File: config.mk
export PLATFORM = sky130hd
export DESIGN_NAME = if_fetch_unit
export DESIGN_NICKNAME = d
export VERILOG_FILES = /design/src/rtl/if_fetch_unit_pkg.sv /design/src/rtl/if_skid_buffer.sv /design/src/rtl/if_fetch_unit.sv
export SDC_FILE = /design/constraint.sdc
export NUM_CORES = 1
export LEC_CHECK = 0
export ABC_CLOCK_PERIOD_IN_PS = 3000
export BUFFER_PORTS_ARGS = -buffer_cell sky130_fd_sc_hd__buf_2
export CAP_MARGIN = 10
export CORE_UTILIZATION = 56
export CTS_CLUSTER_SIZE = 16
export DETAILED_ROUTE_END_ITERATION = 10
export GPL_TIMING_DRIVEN = 0
export PLACE_DENSITY = 0.85
export SYNTH_ARGS = -nofsm -noshare
export SYNTH_HDL_FRONTEND = slang
export SYNTH_HIERARCHICAL = 1
export SYNTH_SLANG_ARGS = --single-unit
File: constraint.sdc
create_clock -name clk -period 3 [get_ports clk]
set_input_delay 0.15 -clock clk [delete_from_list [all_inputs] [get_ports clk]]
set_output_delay 0.15 -clock clk [all_outputs]
set_load 0.1 [all_outputs]
File: src/rtl/if_fetch_unit_pkg.sv
// Shared types and constants for the instruction-fetch stage.
// Holds the fetch FSM encoding, the PC step and the default reset PC.
package if_fetch_unit_pkg;

    typedef enum logic [1:0] {
        REQ  = 2'd0,
        HOLD = 2'd1,
        DROP = 2'd2
    } fetch_state_e;

    localparam int unsigned PC_INC           = 4;
    localparam logic [31:0] RESET_PC_DEFAULT = 32'h0000_0000;

endpackage

File: src/rtl/if_skid_buffer.sv
// Single-entry {pc, instruction} holding register used when decode is
// frozen at the moment memory returns a word.
module if_skid_buffer #(
    parameter int BIT_NUMBER = 32
) (
    input  logic                  clk,
    input  logic                  rst,
    input  logic                  load,
    input  logic                  unload,
    input  logic                  clear,
    input  logic [BIT_NUMBER-1:0] load_pc,
    input  logic [BIT_NUMBER-1:0] load_instr,
    output logic                  full,
    output logic [BIT_NUMBER-1:0] pc,
    output logic [BIT_NUMBER-1:0] instr
);

    logic                  full_q,  full_d;
    logic [BIT_NUMBER-1:0] pc_q,    pc_d;
    logic [BIT_NUMBER-1:0] instr_q, instr_d;

    always_comb begin
        // NOTE: every variable is given a default first so no path through always_comb infers a latch.
        full_d  = full_q;
        pc_d    = pc_q;
        instr_d = instr_q;
        if (unload) begin
            full_d = 1'b0;
        end
        if (load) begin
            full_d  = 1'b1;
            pc_d    = load_pc;
            instr_d = load_instr;
        end
        // A branch flush wins over a simultaneous capture.
        if (clear) begin
            full_d = 1'b0;
        end
    end

    always_ff @(posedge clk or negedge rst) begin
        if (!rst) begin
            full_q  <= 1'b0;
            pc_q    <= '0;
            instr_q <= '0;
        end else begin
            // NOTE: non-blocking assignments here so every flop samples pre-edge values together.
            full_q  <= full_d;
            pc_q    <= pc_d;
            instr_q <= instr_d;
        end
    end

    assign full  = full_q;
    assign pc    = pc_q;
    assign instr = instr_q;

endmodule

File: src/rtl/if_fetch_unit.sv
// Instruction-fetch stage: owns the PC, fetches words over req/ack and feeds
// decode with {pc, instruction, valid}. Define FETCH_PERF_CNT_EN for counters.
module if_fetch_unit
    import if_fetch_unit_pkg::*;
#(
    parameter int                    BIT_NUMBER = 32,
    parameter logic [BIT_NUMBER-1:0] RESET_PC   = BIT_NUMBER'(RESET_PC_DEFAULT)
) (
    input  logic                  clk,
    input  logic                  rst,
    input  logic                  freeze,
    input  logic                  branch_taken,
    input  logic [BIT_NUMBER-1:0] branch_addr,
    output logic                  mem_req,
    output logic [BIT_NUMBER-1:0] mem_addr,
    input  logic                  mem_ack,
    input  logic [BIT_NUMBER-1:0] mem_rdata,
    output logic [BIT_NUMBER-1:0] pc,
    output logic [BIT_NUMBER-1:0] instruction,
    output logic                  valid
`ifdef FETCH_PERF_CNT_EN
    ,
    output logic [31:0]           fetch_count,
    output logic [31:0]           stall_count
`endif
);

    fetch_state_e          state_q,  state_d;
    logic [BIT_NUMBER-1:0] pc_reg_q, pc_reg_d;
    logic [BIT_NUMBER-1:0] addr_q,   addr_d;
    logic [BIT_NUMBER-1:0] pc_q,     pc_d;
    logic [BIT_NUMBER-1:0] instr_q,  instr_d;
    logic                  valid_q,  valid_d;
    logic [BIT_NUMBER-1:0] pc_next;

    logic                  ack_seen;
    logic                  slot_free;
    logic                  consumed;

    logic                  skid_load, skid_unload, skid_clear, skid_full;
    logic [BIT_NUMBER-1:0] skid_pc, skid_instr;

    // The request line stays low while reset is held even though state is REQ.
    assign mem_req   = rst && (state_q != HOLD);
    assign mem_addr  = addr_q;
    assign ack_seen  = mem_req && mem_ack;
    assign slot_free = !valid_q || !freeze;
    assign consumed  = valid_q && !freeze;
    assign pc_next   = pc_reg_q + BIT_NUMBER'(PC_INC);

    if_skid_buffer #(
        .BIT_NUMBER (BIT_NUMBER)
    ) u_skid (
        .clk        (clk),
        .rst        (rst),
        .load       (skid_load),
        .unload     (skid_unload),
        .clear      (skid_clear),
        .load_pc    (pc_next),
        .load_instr (mem_rdata),
        .full       (skid_full),
        .pc         (skid_pc),
        .instr      (skid_instr)
    );

    always_comb begin
        state_d     = state_q;
        pc_reg_d    = pc_reg_q;
        pc_d        = pc_q;
        instr_d     = instr_q;
        valid_d     = valid_q && !consumed;
        skid_load   = 1'b0;
        skid_unload = 1'b0;
        skid_clear  = 1'b0;

        if (branch_taken) begin
            valid_d    = 1'b0;
            skid_clear = 1'b1;
            pc_reg_d   = branch_addr;
            unique case (state_q)
                REQ:     state_d = ack_seen ? REQ : DROP;
                HOLD:    state_d = REQ;
                DROP:    state_d = ack_seen ? REQ : DROP;
                default: state_d = REQ;
            endcase
        end else begin
            unique case (state_q)
                REQ: begin
                    if (ack_seen) begin
                        pc_reg_d = pc_next;
                        if (slot_free) begin
                            pc_d    = pc_next;
                            instr_d = mem_rdata;
                            valid_d = 1'b1;
                        end else begin
                            skid_load = 1'b1;
                            state_d   = HOLD;
                        end
                    end
                end
                HOLD: begin
                    if (!freeze && skid_full) begin
                        pc_d        = skid_pc;
                        instr_d     = skid_instr;
                        valid_d     = 1'b1;
                        skid_unload = 1'b1;
                        state_d     = REQ;
                    end
                end
                DROP: begin
                    if (ack_seen) begin
                        state_d = REQ;
                    end
                end
                default: state_d = REQ;
            endcase
        end

        // While a dropped request is outstanding the bus address must not move.
        addr_d = (state_d == DROP) ? addr_q : pc_reg_d;
    end

    always_ff @(posedge clk or negedge rst) begin
        if (!rst) begin
            state_q  <= REQ;
            pc_reg_q <= RESET_PC;
            addr_q   <= RESET_PC;
            pc_q     <= '0;
            instr_q  <= '0;
            valid_q  <= 1'b0;
        end else begin
            state_q  <= state_d;
            pc_reg_q <= pc_reg_d;
            addr_q   <= addr_d;
            pc_q     <= pc_d;
            instr_q  <= instr_d;
            valid_q  <= valid_d;
        end
    end

    assign pc          = pc_q;
    assign instruction = instr_q;
    assign valid       = valid_q;

`ifdef FETCH_PERF_CNT_EN
    logic [31:0] fetch_count_q, fetch_count_d;
    logic [31:0] stall_count_q, stall_count_d;

    always_comb begin
        fetch_count_d = fetch_count_q + (consumed ? 32'd1 : 32'd0);
        stall_count_d = stall_count_q + ((valid_q && freeze) ? 32'd1 : 32'd0);
    end

    always_ff @(posedge clk or negedge rst) begin
        if (!rst) begin
            fetch_count_q <= '0;
            stall_count_q <= '0;
        end else begin
            fetch_count_q <= fetch_count_d;
            stall_count_q <= stall_count_d;
        end
    end

    assign fetch_count = fetch_count_q;
    assign stall_count = stall_count_q;
`endif

endmodule

### Word level (Yosys, flattened, before mapping)

Cells that the tools add are included.
Widths: inputs -> output; s select.

| operators by class | value |
|---|---|
| $add $sub $neg | 1 |
| eq/ne operators | 7 |
| mux-type cells | 35 |
| bitwise logic cells | 1 |
| reduce and logical (&&, ||, !) cells | 14 |

Operators with widths:

| operator | number |
|---|---|
| $mux 32 | 9 |
| $pmux 32 s2 | 2 |
| $add 32x3->32 const B | 1 |
| $mux 1 | 15 |
| $mux 2 | 7 |
| $ne 2x2->1 const B | 3 |
| $pmux 2 s3 | 1 |
| $logic_and 1x1->1 | 5 |
| $reduce_and 5->1 | 1 |
| $eq 2x2->1 const B | 2 |
| $logic_not 1->1 | 3 |
| $reduce_bool 3->1 | 1 |
| $eq 2x1->1 const B | 1 |
| $logic_not 2->1 | 1 |
| $ne 2x1->1 const B | 1 |
| $pmux 1 s2 | 1 |
| $reduce_bool 2->1 | 1 |
| $reduce_or 2->1 | 1 |
| $logic_or 1x1->1 | 1 |
| $not 1->1 | 1 |

| word-level totals | value |
|---|---|
| register bits | 196 |
| input bits | 69 |
| output and inout port bits | 98 |
| word-level logic and storage cells | 67 |

### Logic depth before layout (Yosys ltp)

Gate-level depths: netlist of the first run.

| depth | value |
|---|---|
| depth in word-level cells | 8 |
| depth in mapped cells | 7 |
| gate-level depth less buffers | 6 |

### Cells and area by module

Netlist of the first run, hierarchy kept.

By module, submodules not included:

| module | instances | cells each | area an instance (um^2) | seq. area each (um^2) |
|---|---|---|---|---|
| if_fetch_unit | 1 | 764 | 6927.9 | 3278.1 |
| if_skid_buffer | 1 | 139 | 2618.8 | 1626.6 |

### Least setup slack after synthesis of the first run

Ideal clock, no wire load.

| path | value |
|---|---|
| path type | register to register |
| from | register pc_reg_q[2] |
| to | register u_skid.pc_q[20] (netlist: u_skid/pc[20]) |
| setup time | 0.125 ns |
| arrival | 2.269 ns |
| required time | 2.875 ns |
| slack | 0.606 ns |
| stages on the path, launching flop included | 8 |
| path buffers | 1 |
| cells stage by stage | dfrtp_1 > ha_1 > nand2_1 > or4_4 > buf_6 > o21a_1 > or2_2 > mux2_4 |

| between the ends | value |
|---|---|
| cells in the longest elaborated chain, start to end | 1 |

Ends and longest elaborated chain:

| element | line | text |
|---|---|---|
| start: declaration | if_fetch_unit.sv:29 | `logic [BIT_NUMBER-1:0] pc_reg_q, pc_reg_d;` |
| start signal: assignment | if_fetch_unit.sv:133 | `pc_reg_q <= pc_reg_d;` |
| $add 32x3->32 | if_fetch_unit.sv:49 | `assign pc_next = pc_reg_q + BIT_NUMBER'(PC_INC);` |
| via pc_next[20] | if_fetch_unit.sv:34 | `logic [BIT_NUMBER-1:0] pc_next;` |
| end signal: assignment | if_skid_buffer.sv:49 | `pc_q <= pc_d;` |
| end: declaration | if_skid_buffer.sv:19 | `logic [BIT_NUMBER-1:0] pc_q, pc_d;` |

The timed path passes the listed nets, and every way through them passes these cells.
A chain may end at the register's enable or synchronous reset.

### Worst setup path in the final report of the first run

| path | value |
|---|---|
| from | register pc_reg_q[2] |
| to | register u_skid.pc_q[28] (netlist: u_skid/pc[28]) |

The elaborated chain is that of the path after synthesis.

==> metrics.cfg, run 1 <==
[sta]
slew_headroom_pct = 47.88
tightestPinTransition_ns = 0.7784
fin_crit_sh_pct = 94.74
period_minus_slack_ns = 2.842
fin_ws_ns = 0.1578
final.setup_skew_ns = 0.006926
timing.fmax_ghz = 0.3518
final-max-slew-violation-count = 0
hold_viol_final = 0
rsz0062_at_grt = no
setup_violations = 0

[final_layout]
drive_gt1_share_pct = 29.67
fin_nets = 1223
num_antenna_cells = 0
fillerInstances = 1141
areaGrowthSynthToFinish_pct = 26.07

[route]
wl_per_cell_um = 18.16
drt_iter0_drc = 585
drt_wl_total_mm = 25.18
postRouteAntennaNets = 0
wl_met2_mm = 12.15
via_per_inst = 5.745
first_pass_iters = 5
num_vias = 7963
drc = 0
top_layer_used = met5
met3_length_mm = 1.709
met1_length_mm = 10.61

[clock_tree]
cts_buffers = 17
clk_latency_ns = 0.43
cts_tree = yes
clk_path_buf_depth = 2
cts_sinks = 196
clockRootBuffer = clkbuf_16
path_clk_slew_ns = 0.07
cts_max_level = 4

[synthesis]
synthCells = 903
synth_area_um2 = 9547
synth_ff_type = dfrtp_1
ys_seq_area_share_pct = 51.38
async_reset_ff_share_pct = 100.0
synth.ff_latch_count = 196
synth-edff-count = 0
synthDistinctLibCells = 55
syn_avg_cell_area_um2 = 10.57
yosysWarnings = 6
syn_nets = 973

[global_route]
grt_pass1_vias = 7965
grt_pass1_wl_mm = 41.23
antenna_found_initial = 1
grt_max_degree = 76
grt-ovfl-total = 0
track_usage_pct = 30.11

[die]
die_y_um = 132.6
core_um2 = 16640
io_pins = 167
die-area_um2 = 17570
rows = 47
die_w_um = 132.6
start_util_pct = 57.36

[setup_path]
crit_type = reg2reg
rr_worst_depth = 6
critPathMaxStageDelay_ns = 0.74
path_cells = ha_1, nand2_1, nor4_2, a31oi_1, or2_2, mux2_4
path_max_fanout = 9
cp.arrival_ns = 3.16
cp-start-kind = flop
required_ns = 3.32
cpMaxStageDelayCell = nor4_2
cp-end-kind = flop

[run_status]
outcome = finished clean

[pwr]
p_leak_nw = 5.523
peakVddDrop_mv = 0.5798
p_total_mw = 9.546
powerDensity_nw_per_um2 = 793.2

[flow_run]
max_cap_violations = 0

[worst_hold_path]
hold_depth = 2
min_path_type = in2reg

[placement]
dp.final_hpwl_mm = 17.30
place_ws_ns = -0.04372
io_buffers = 166
place.gp.congestion = 0.9558

-- synthesized netlist by cell type (all sizes together) (2+ instances only) --
cell type | instances | area (um^2)
a31oi | 40 | 250.2
a221o | 5 | 50.05
a21boi | 2 | 15.01
clkbuf | 39 | 146.4
nor2b | 6 | 37.54
nor2 | 81 | 304.0
o21ai | 54 | 270.3
nor4b | 2 | 17.52
nand2b | 5 | 31.28
and4 | 5 | 43.79
o21a | 2 | 15.01
or2 | 13 | 81.33
dfrtp | 196 | 4905
a21oi | 16 | 80.08
o31ai | 5 | 47.54
nand3 | 21 | 110.1
and3 | 5 | 31.28
xor2 | 13 | 113.9
nor3 | 23 | 125.1
nor4 | 20 | 186.4
nand4 | 18 | 127.6
mux2i | 7 | 70.07
o2bb2ai | 9 | 78.83
or4 | 3 | 30.03
mux2 | 93 | 1231
o211ai | 2 | 15.01
o31a | 3 | 26.28
nand4b | 2 | 17.52
inv | 10 | 37.54
xnor2 | 28 | 245.2
nand2 | 135 | 506.7
buf | 25 | 162.7
a21o | 3 | 22.52
-- routing by layer --
metal / vias up / track usage, %
li1: 3679 / -
met1: 3845 / 38.83
met2: 385 / 50.20
met3: 52 / 5.824
met4: 2 / 11.94
met5: - / 0
-- logic make-up (layout without fill, tap and decap cells) --
family / count (synthesis) / after routing / share of synthesized area [%]
compound gates: 148 / 148 / 9.790
buf+inv: 74 / 337 / 3.630
fa+ha+maj: 1 / 1 / 0.1310
flops: 196 / 196 / 51.38
simple gates: 343 / 343 / 17.68
mux: 100 / 100 / 13.63
xor+xnor: 41 / 41 / 3.762
-- final cells by class --
cell class	instances	area (um^2)	area share [%]
Sequential cell	196	4905	40.75
Multi-Input combinational cell	633	4302	35.74
Timing Repair Buffer	231	1544	12.83
Clock buffer	22	494.2	4.106
Buffer	64	311.5	2.589
Tap cell	220	275.3	2.287
Clock inverter	10	166.4	1.383
Inverter	10	37.54	0.3119
-- sequential cells by signal, indices dropped and copies added, names as in the netlist --
| signal | flops |
|---|---|
| mem_addr | 32 |
| u_skid/full | 1 |
| u_skid/instr | 32 |
| state_q | 2 |
| pc | 32 |
| valid | 1 |
| u_skid/pc | 32 |
| instruction | 32 |
| pc_reg_q | 32 |
-- power breakdown --
group | internal [mW] | switching [mW] | total (mW)
Clock | 1.51 | 1.00 | 2.52
Sequential | 3.05 | 0.248 | 3.30
Combinational | 0.677 | 3.05 | 3.73
-- worst max-delay path, delay by kind of cell (launching register included) --
kind / cells / cell delay (ns)
simple gates: 3 / 1.38
flops: 1 / 0.49
fa+ha+maj: 1 / 0.35
mux: 1 / 0.26
compound gates: 1 / 0.24
-- path summary, 6_finish.rpt --
kind	startpoint	to	slack [ns]
max	pc_reg_q[2]	u_skid/pc[28]	0.16
min	branch_addr[13]	pc_reg_q[13]	0.02
max reg2reg	pc_reg_q[2]	u_skid/pc[28]	0.16
min reg2reg	pc[5]	pc[5]	0.47
max in group asynchronous	rst	pc_reg_q[27]	2.01
min in group asynchronous	rst	instruction[26]	0.29
-- stage by stage --
stage / instances / hold WS (ns) / area [um^2] / utilization [%] / TNS [ns]
2_1_floorplan: 903 / -0.1456 / 9547 / - / 0
3_3_place_gp: 1289 / 0.3901 / 10650 / 64.01 / -685.22
3_5_place_dp: 1291 / 0.09398 / 10720 / 64.40 / -1.469
4_1_cts: 1386 / 0.002872 / 12030 / 72.27 / 0
5_1_grt: 1386 / 0.01214 / 12040 / 72.32 / 0
6_report: 1386 / 0.01827 / 12040 / 72.32 / 0
-- cell usage in the layout (no fill, tap or decap), types with 4 or more instances in the layout --
master / instances
and3_1: 5
nand2b_1: 5
nor4_1: 12
nand4_1: 17
clkbuf_16: 17
xnor2_1: 28
nand2_1: 135
nor4_2: 6
clkbuf_8: 5
dlygate4sd3_1: 62
a21oi_1: 16
o2bb2ai_1: 9
dfrtp_1: 196
mux2_2: 44
nor3_1: 21
nor2b_1: 6
mux2i_1: 7
nor2_1: 81
buf_6: 7
bufinv_16: 4
buf_2: 178
clkbuf_1: 37
or2_2: 13
nand3_1: 20
a221o_1: 5
mux2_4: 49
a31oi_1: 40
buf_1: 5
and4_1: 5
o21ai_0: 54
inv_1: 10
xor2_1: 13
-- timing repair --
action	4_1_cts	5_1_grt
setup buffers	0	0
hold endpoints to repair	147	0
hold buffers	63	0
setup endpoints to repair	0	70
gates resized for setup	0	5
Note: power is estimated with default switching activity, not from simulation.
==> run 2, diff against run 1 <==
- ABC_CLOCK_PERIOD_IN_PS: 3000 -> 3200
- CTS_CLUSTER_DIAMETER: default -> 80
- clock period: 3 -> 3.2 ns (I/O delays scaled with it)
==> run 2 against run 1 <==
Critical path depth rose by 3. Clock power fell by 6%. Non-clock buffer count fell by 2. Worst setup slack improved by 0.14 ns. Critical endpoint is now u_skid/instr[25].
==> metrics.cfg, run 2 (synthesis gave the netlist of run 1 again) <==
[run_status]
outcome = finished clean

[global_route]
grt_max_degree = 76  ; unchanged
grt_pass1_wl_mm = 40.92  ; -0.75%
track_usage_pct = 29.81  ; -0.30 points
antenna_found_initial = 1  ; unchanged
grt_pass1_vias = 7920  ; -0.56%
grt-ovfl-total = 0  ; unchanged

[sta]
hold_viol_final = 0  ; unchanged
hold_slack_ns = 0.02896  ; +0.01069 ns
rsz0062_at_grt = no
tightestPinTransition_ns = 0.8459  ; +0.06752 ns
final-max-slew-violation-count = 0  ; unchanged
tns_ns = 0  ; unchanged
period_minus_slack_ns = 2.902
fin_crit_sh_pct = 90.70
slew_headroom_pct = 43.09  ; -4.8 points
timing.fmax_ghz = 0.3445
fin_ws_ns = 0.2976  ; +0.1398 ns
setup_violations = 0  ; unchanged
final.setup_skew_ns = 0.007031  ; +0.0001049 ns

[placement]
place.gp.congestion = 0.9558  ; unchanged
io_buffers = 166  ; unchanged
dp.cells = 1291  ; unchanged
dp.final_hpwl_mm = 17.30  ; unchanged
place_area_um2 = 10720  ; unchanged
place_ws_ns = 0.1463  ; +0.1900 ns

[clock_tree]
post_cts_buffers = 0  ; unchanged
path_clk_slew_ns = 0.07  ; about the same
cts-resized-gates = 0  ; unchanged
clk_path_buf_depth = 2  ; unchanged
cts_tree = yes
clk_latency_ns = 0.43  ; about the same
cts_max_level = 4  ; unchanged
cts_sinks = 196  ; unchanged
clockRootBuffer = clkbuf_16
ctsHoldBuffers = 61  ; -3.2%
cts_buffers = 17  ; unchanged

[route]
top_layer_used = met5
wl_met2_mm = 11.93  ; -1.8%
met3_length_mm = 1.630  ; -4.6%
wl_per_cell_um = 18.01  ; -0.83%
met1_length_mm = 10.68  ; +0.72%
first_pass_iters = 7  ; +2
drt_wl_total_mm = 24.93  ; -0.98%
num_vias = 7861  ; -1.3%
drt_iter0_drc = 574  ; -1.9%
postRouteAntennaNets = 0  ; unchanged
drc = 0  ; unchanged
via_per_inst = 5.680  ; -1.1%

[setup_path]
cp-end-kind = flop
crit_type = in2reg
cp.arrival_ns = 3.21  ; +0.05 ns
required_ns = 3.51  ; +0.19 ns
path_max_fanout = 75  ; +66
cp-start-kind = primary input

[die]
die_w_um = 132.6  ; unchanged
io_pins = 167  ; unchanged
die_y_um = 132.6  ; unchanged
core_um2 = 16640  ; unchanged
rows = 47  ; unchanged
start_util_pct = 57.36  ; unchanged
die-area_um2 = 17570  ; unchanged

[final_layout]
num_antenna_cells = 0  ; unchanged
layout.cells.non_filler = 1384  ; -0.14%
fillerInstances = 1157  ; +1.4%
fin_nets = 1221  ; -0.16%
post-route-util_pct = 72.15  ; -0.17 points
drive_gt1_share_pct = 29.47  ; -0.21 points
areaGrowthSynthToFinish_pct = 25.77
design_area_um2 = 12010  ; -0.24%
layout.cells.most_common = dfrtp_1
most-common-layout-cells = dfrtp_1, buf_2, nand2_1

[pwr]
p_leak_nw = 5.509  ; -0.26%
swShare_pct = 45.06  ; -0.051 points
p_total_mw = 8.937  ; -6.4%
pwr-share-seq_pct = 34.6  ; about the same
p_int_mw = 4.910  ; -6.3%
powerDensity_nw_per_um2 = 744.4  ; -6.2%
p_clk_share_pct = 26.4  ; about the same
peakVddDrop_mv = 0.5387  ; -7.1%
switching_power_mw = 4.027  ; -6.5%
combPwrFrac_pct = 39.1  ; about the same

[flow_run]
max_cap_violations = 0  ; unchanged

[worst_hold_path]
min_path_type = in2reg

==> run 2: cell type report <==
cell class	count	area (um^2)	share of cell area, %
timing repair buffer	229	1524	12.69
clock buffer	22	494.2	4.116
tap	220	275.3	2.293
multi-input combinational	633	4295	35.78
sequential	196	4905	40.85
buffer	64	309.0	2.574
inverter	10	37.54	0.3126
clock inverter	10	166.4	1.386
==> run 2: final timing paths <==
path,start,endpoint,slack [ns],cells after the start
min in group asynchronous,rst,instruction[26],0.30,3
max in group asynchronous,rst,pc_reg_q[27],2.21,4
max,rst,u_skid/instr[25],0.30,9
min reg2reg,pc[5],pc[5],0.47,2
max reg2reg,pc_reg_q[2],u_skid/pc[28],0.37,6
min,branch_addr[13],pc_reg_q[13],0.03,2
==> run 2: layer usage <==
metal | vias up | GRT usage [%]
met5 | - | 0
met4 | 2 | 11.88
met3 | 56 | 5.900
met2 | 357 | 49.44
met1 | 3781 | 38.55
li1 | 3665 | -
==> run 2: power by group through the flow <==
stage               logic (mW)  registers, mW  clock network, mW
floorplan                0.595           5.29                  0
global placement          3.36           3.11                  0
detailed placement        3.41           3.13                  0
CTS                       3.48           3.08               2.38
global route              3.62           3.13               2.49
finish                    3.49           3.09               2.36
==> run 2: worst max-delay path, stage by stage <==
cell	delay (ns)
dlygate4sd3_1	0.56
buf_8	0.13
buf_16	0.30
buf_16	0.34
nand2_1	0.09
nor4_1	0.74
buf_6	0.28
buf_6	0.20
mux2_4	0.32
==> run 3, diff against run 2 <==
- CELL_PAD_IN_SITES_DETAIL_PLACEMENT: default -> 1
- CELL_PAD_IN_SITES_GLOBAL_PLACEMENT: default -> 1
- CORE_UTILIZATION: 56 -> 44
==> run 3 against run 2 <==
Clock skew increased by 0.0071 ns. Critical path type is now reg2out. Non-clock buffer count decreased by 3. Combinational power about the same. Via count increased by 0.85%. Power decreased by 1.6%. Fmax decreased by 0.32%. Global-route usage decreased by 2.7 points. Hold slack got worse by 0.0099 ns. Register-to-register slack got worse by 0.07 ns. First-iteration DRC count decreased by 23%. Highest routed layer is now met4. Clock power decreased by 7%.
==> metrics.cfg, run 3 (synthesis gave the netlist of run 1 again) <==
[run_status]
outcome = finished clean

[clock_tree]
post_cts_buffers = 0  ; unchanged
cts_buffers = 17  ; unchanged
path_clk_slew_ns = 0.08  ; about the same
cts-resized-gates = 0  ; unchanged
clockRootBuffer = clkbuf_16
cts_sinks = 196  ; unchanged
cts_max_level = 4  ; unchanged
ctsHoldBuffers = 59  ; -3.3%
clk_path_buf_depth = 2  ; unchanged
clk_latency_ns = 0.45  ; +0.02 ns
cts_tree = yes

[final_layout]
areaGrowthSynthToFinish_pct = 25.26
most-common-layout-cells = dfrtp_1, buf_2, nand2_1
layout.cells.most_common = dfrtp_1
drive_gt1_share_pct = 29.46  ; about the same
fin_nets = 1218  ; -0.25%
design_area_um2 = 11960  ; -0.41%
fillerInstances = 2357  ; +100%
post-route-util_pct = 56.53  ; -16 points

[route]
drt_iter0_drc = 444  ; -23%
drc = 0  ; unchanged
num_vias = 7928  ; +0.85%
postRouteAntennaNets = 0  ; unchanged
via_per_inst = 5.513  ; -2.9%
drt_wl_total_mm = 28.73  ; +15%
first_pass_iters = 5  ; -2
wl_per_cell_um = 19.98  ; +11%

[die]
rows = 53  ; +13%
die_y_um = 149.3  ; +13%
core_um2 = 21150  ; +27%
die-area_um2 = 22290  ; +27%
die_w_um = 149.3  ; +13%
start_util_pct = 45.13  ; -12 points
io_pins = 167  ; unchanged

[setup_path]
reg2reg_slack_ns = 0.30  ; -0.07 ns
cp-start-kind = flop
cpMaxStageDelayCell = clkbuf_1
required_ns = 3.04  ; -0.47 ns
path_cells = nand2b_1, clkbuf_1, buf_1, and2_1, buf_2
cp-end-kind = output pin
rr_worst_depth = 6  ; unchanged
path_max_fanout = 10  ; -87%
crit_type = reg2out
cp.arrival_ns = 2.75  ; -0.46 ns
critPathMaxStageDelay_ns = 0.56  ; -0.18 ns

[pwr]
powerDensity_nw_per_um2 = 735.7  ; -1.2%
combPwrFrac_pct = 39.9  ; +0.8 points
p_clk_share_pct = 24.9  ; -1.5 points
p_leak_nw = 5.451  ; -1.1%
swShare_pct = 47.73  ; +2.7 points
peakVddDrop_mv = 0.4963  ; -7.9%
p_int_mw = 4.598  ; -6.4%
pwr-share-seq_pct = 35.2  ; +0.6 points
switching_power_mw = 4.199  ; +4.3%
p_total_mw = 8.797  ; -1.6%

[placement]
place_area_um2 = 10760  ; +0.39%
place.gp.congestion = 0.8963  ; -6.2%
io_buffers = 166  ; unchanged
dp.final_hpwl_mm = 20.25  ; +17%
place_ws_ns = 0.06643  ; -0.07985 ns

[sta]
tightestPinTransition_ns = 0.8198  ; -0.02606 ns
timing.fmax_ghz = 0.3434  ; -0.32%
fin_ws_ns = 0.2883  ; -0.009322 ns
slew_headroom_pct = 44.84  ; +1.8 points
final-max-slew-violation-count = 0  ; unchanged
final.setup_skew_ns = 0.01409  ; +0.007060 ns
setup_violations = 0  ; unchanged
fin_crit_sh_pct = 90.99  ; +0.29 points
tns_ns = 0  ; unchanged
hold_viol_final = 0  ; unchanged
period_minus_slack_ns = 2.912  ; +0.009322 ns
rsz0062_at_grt = no

[flow_run]
max_cap_violations = 0  ; unchanged

[global_route]
grt_pass1_wl_mm = 46.41  ; +13%
track_usage_pct = 27.06  ; -2.7 points
grt-ovfl-total = 0  ; unchanged
grt_max_degree = 125  ; +64%
grt_pass1_vias = 8614  ; +8.8%
antenna_found_initial = 1  ; unchanged

[worst_hold_path]
hold_depth = 3  ; +1
min_path_type = in2reg

-- run 3: changes by cell type in the layout (fill, tap and decap cells not counted) --
cell / previous run / this run
buf_16: 3 / 2
clkinv_4: 1 / 0
clkinvlp_4: 2 / 3
inv_6: 2 / 4
diode_2: 0 / 2
dlygate4sd3_1: 60 / 58
bufinv_16: 4 / 1
clkbuf_8: 5 / 0
inv_8: 0 / 6
-- run 3: layer usage --
layer,global-route usage (%),vias up,wire length [um]
li1,-,3670,-
met5,0,-,0
met4,10.31,0,808
met2,45.98,216,14190
met1,34.87,3992,12700
met3,3.884,50,1039
-- run 3: worst paths after layout --
check	startpoint	endpoint
setup / recovery	state_q[0]	mem_req
hold / removal	branch_addr[10]	pc_reg_q[10]
setup reg to reg	pc_reg_q[2]	u_skid/pc[28]
hold reg to reg	pc[28]	pc[28]
max in group asynchronous	rst	u_skid/full
min in group asynchronous	rst	mem_addr[30]
-- run 3: critical path: cells and delay by family (launching register included) --
family                 cells  cell delay (ns)
and+or+nand+nor            2             0.33
DFF                        1             0.47
buffers and inverters      3             1.51
-- run 3: through the flow --
step                      instances  hold WS (ns)
after global routing           1437       0.02024
after CTS                      1436      0.001643
after global placement         1344        0.4005
after floorplan                 903       -0.1356
after detailed placement       1345        0.1957
final                          1438       0.01906
-- run 3: layout make-up --
class	instances	area, um^2	area share (%)
flip-flops and latches	196	4905	41.02
inverters	10	37.54	0.3139
plain buffers	64	309.0	2.584
well taps	275	344.1	2.877
clock buffers	17	425.4	3.558
repair buffers	226	1476	12.35
clock inverters	15	160.2	1.339
multi-input cells	633	4295	35.92
diodes	2	5.005	0.04185
-- run 3: power by group through the flow --
stage | sequential [mW] | clock [mW] | combinational (mW)
floorplan | 5.29 | 0 | 0.595
global placement | 3.12 | 0 | 3.38
detailed placement | 3.14 | 0 | 3.44
CTS | 3.09 | 2.22 | 3.51
global route | 3.15 | 2.31 | 3.65
finish | 3.10 | 2.19 | 3.51
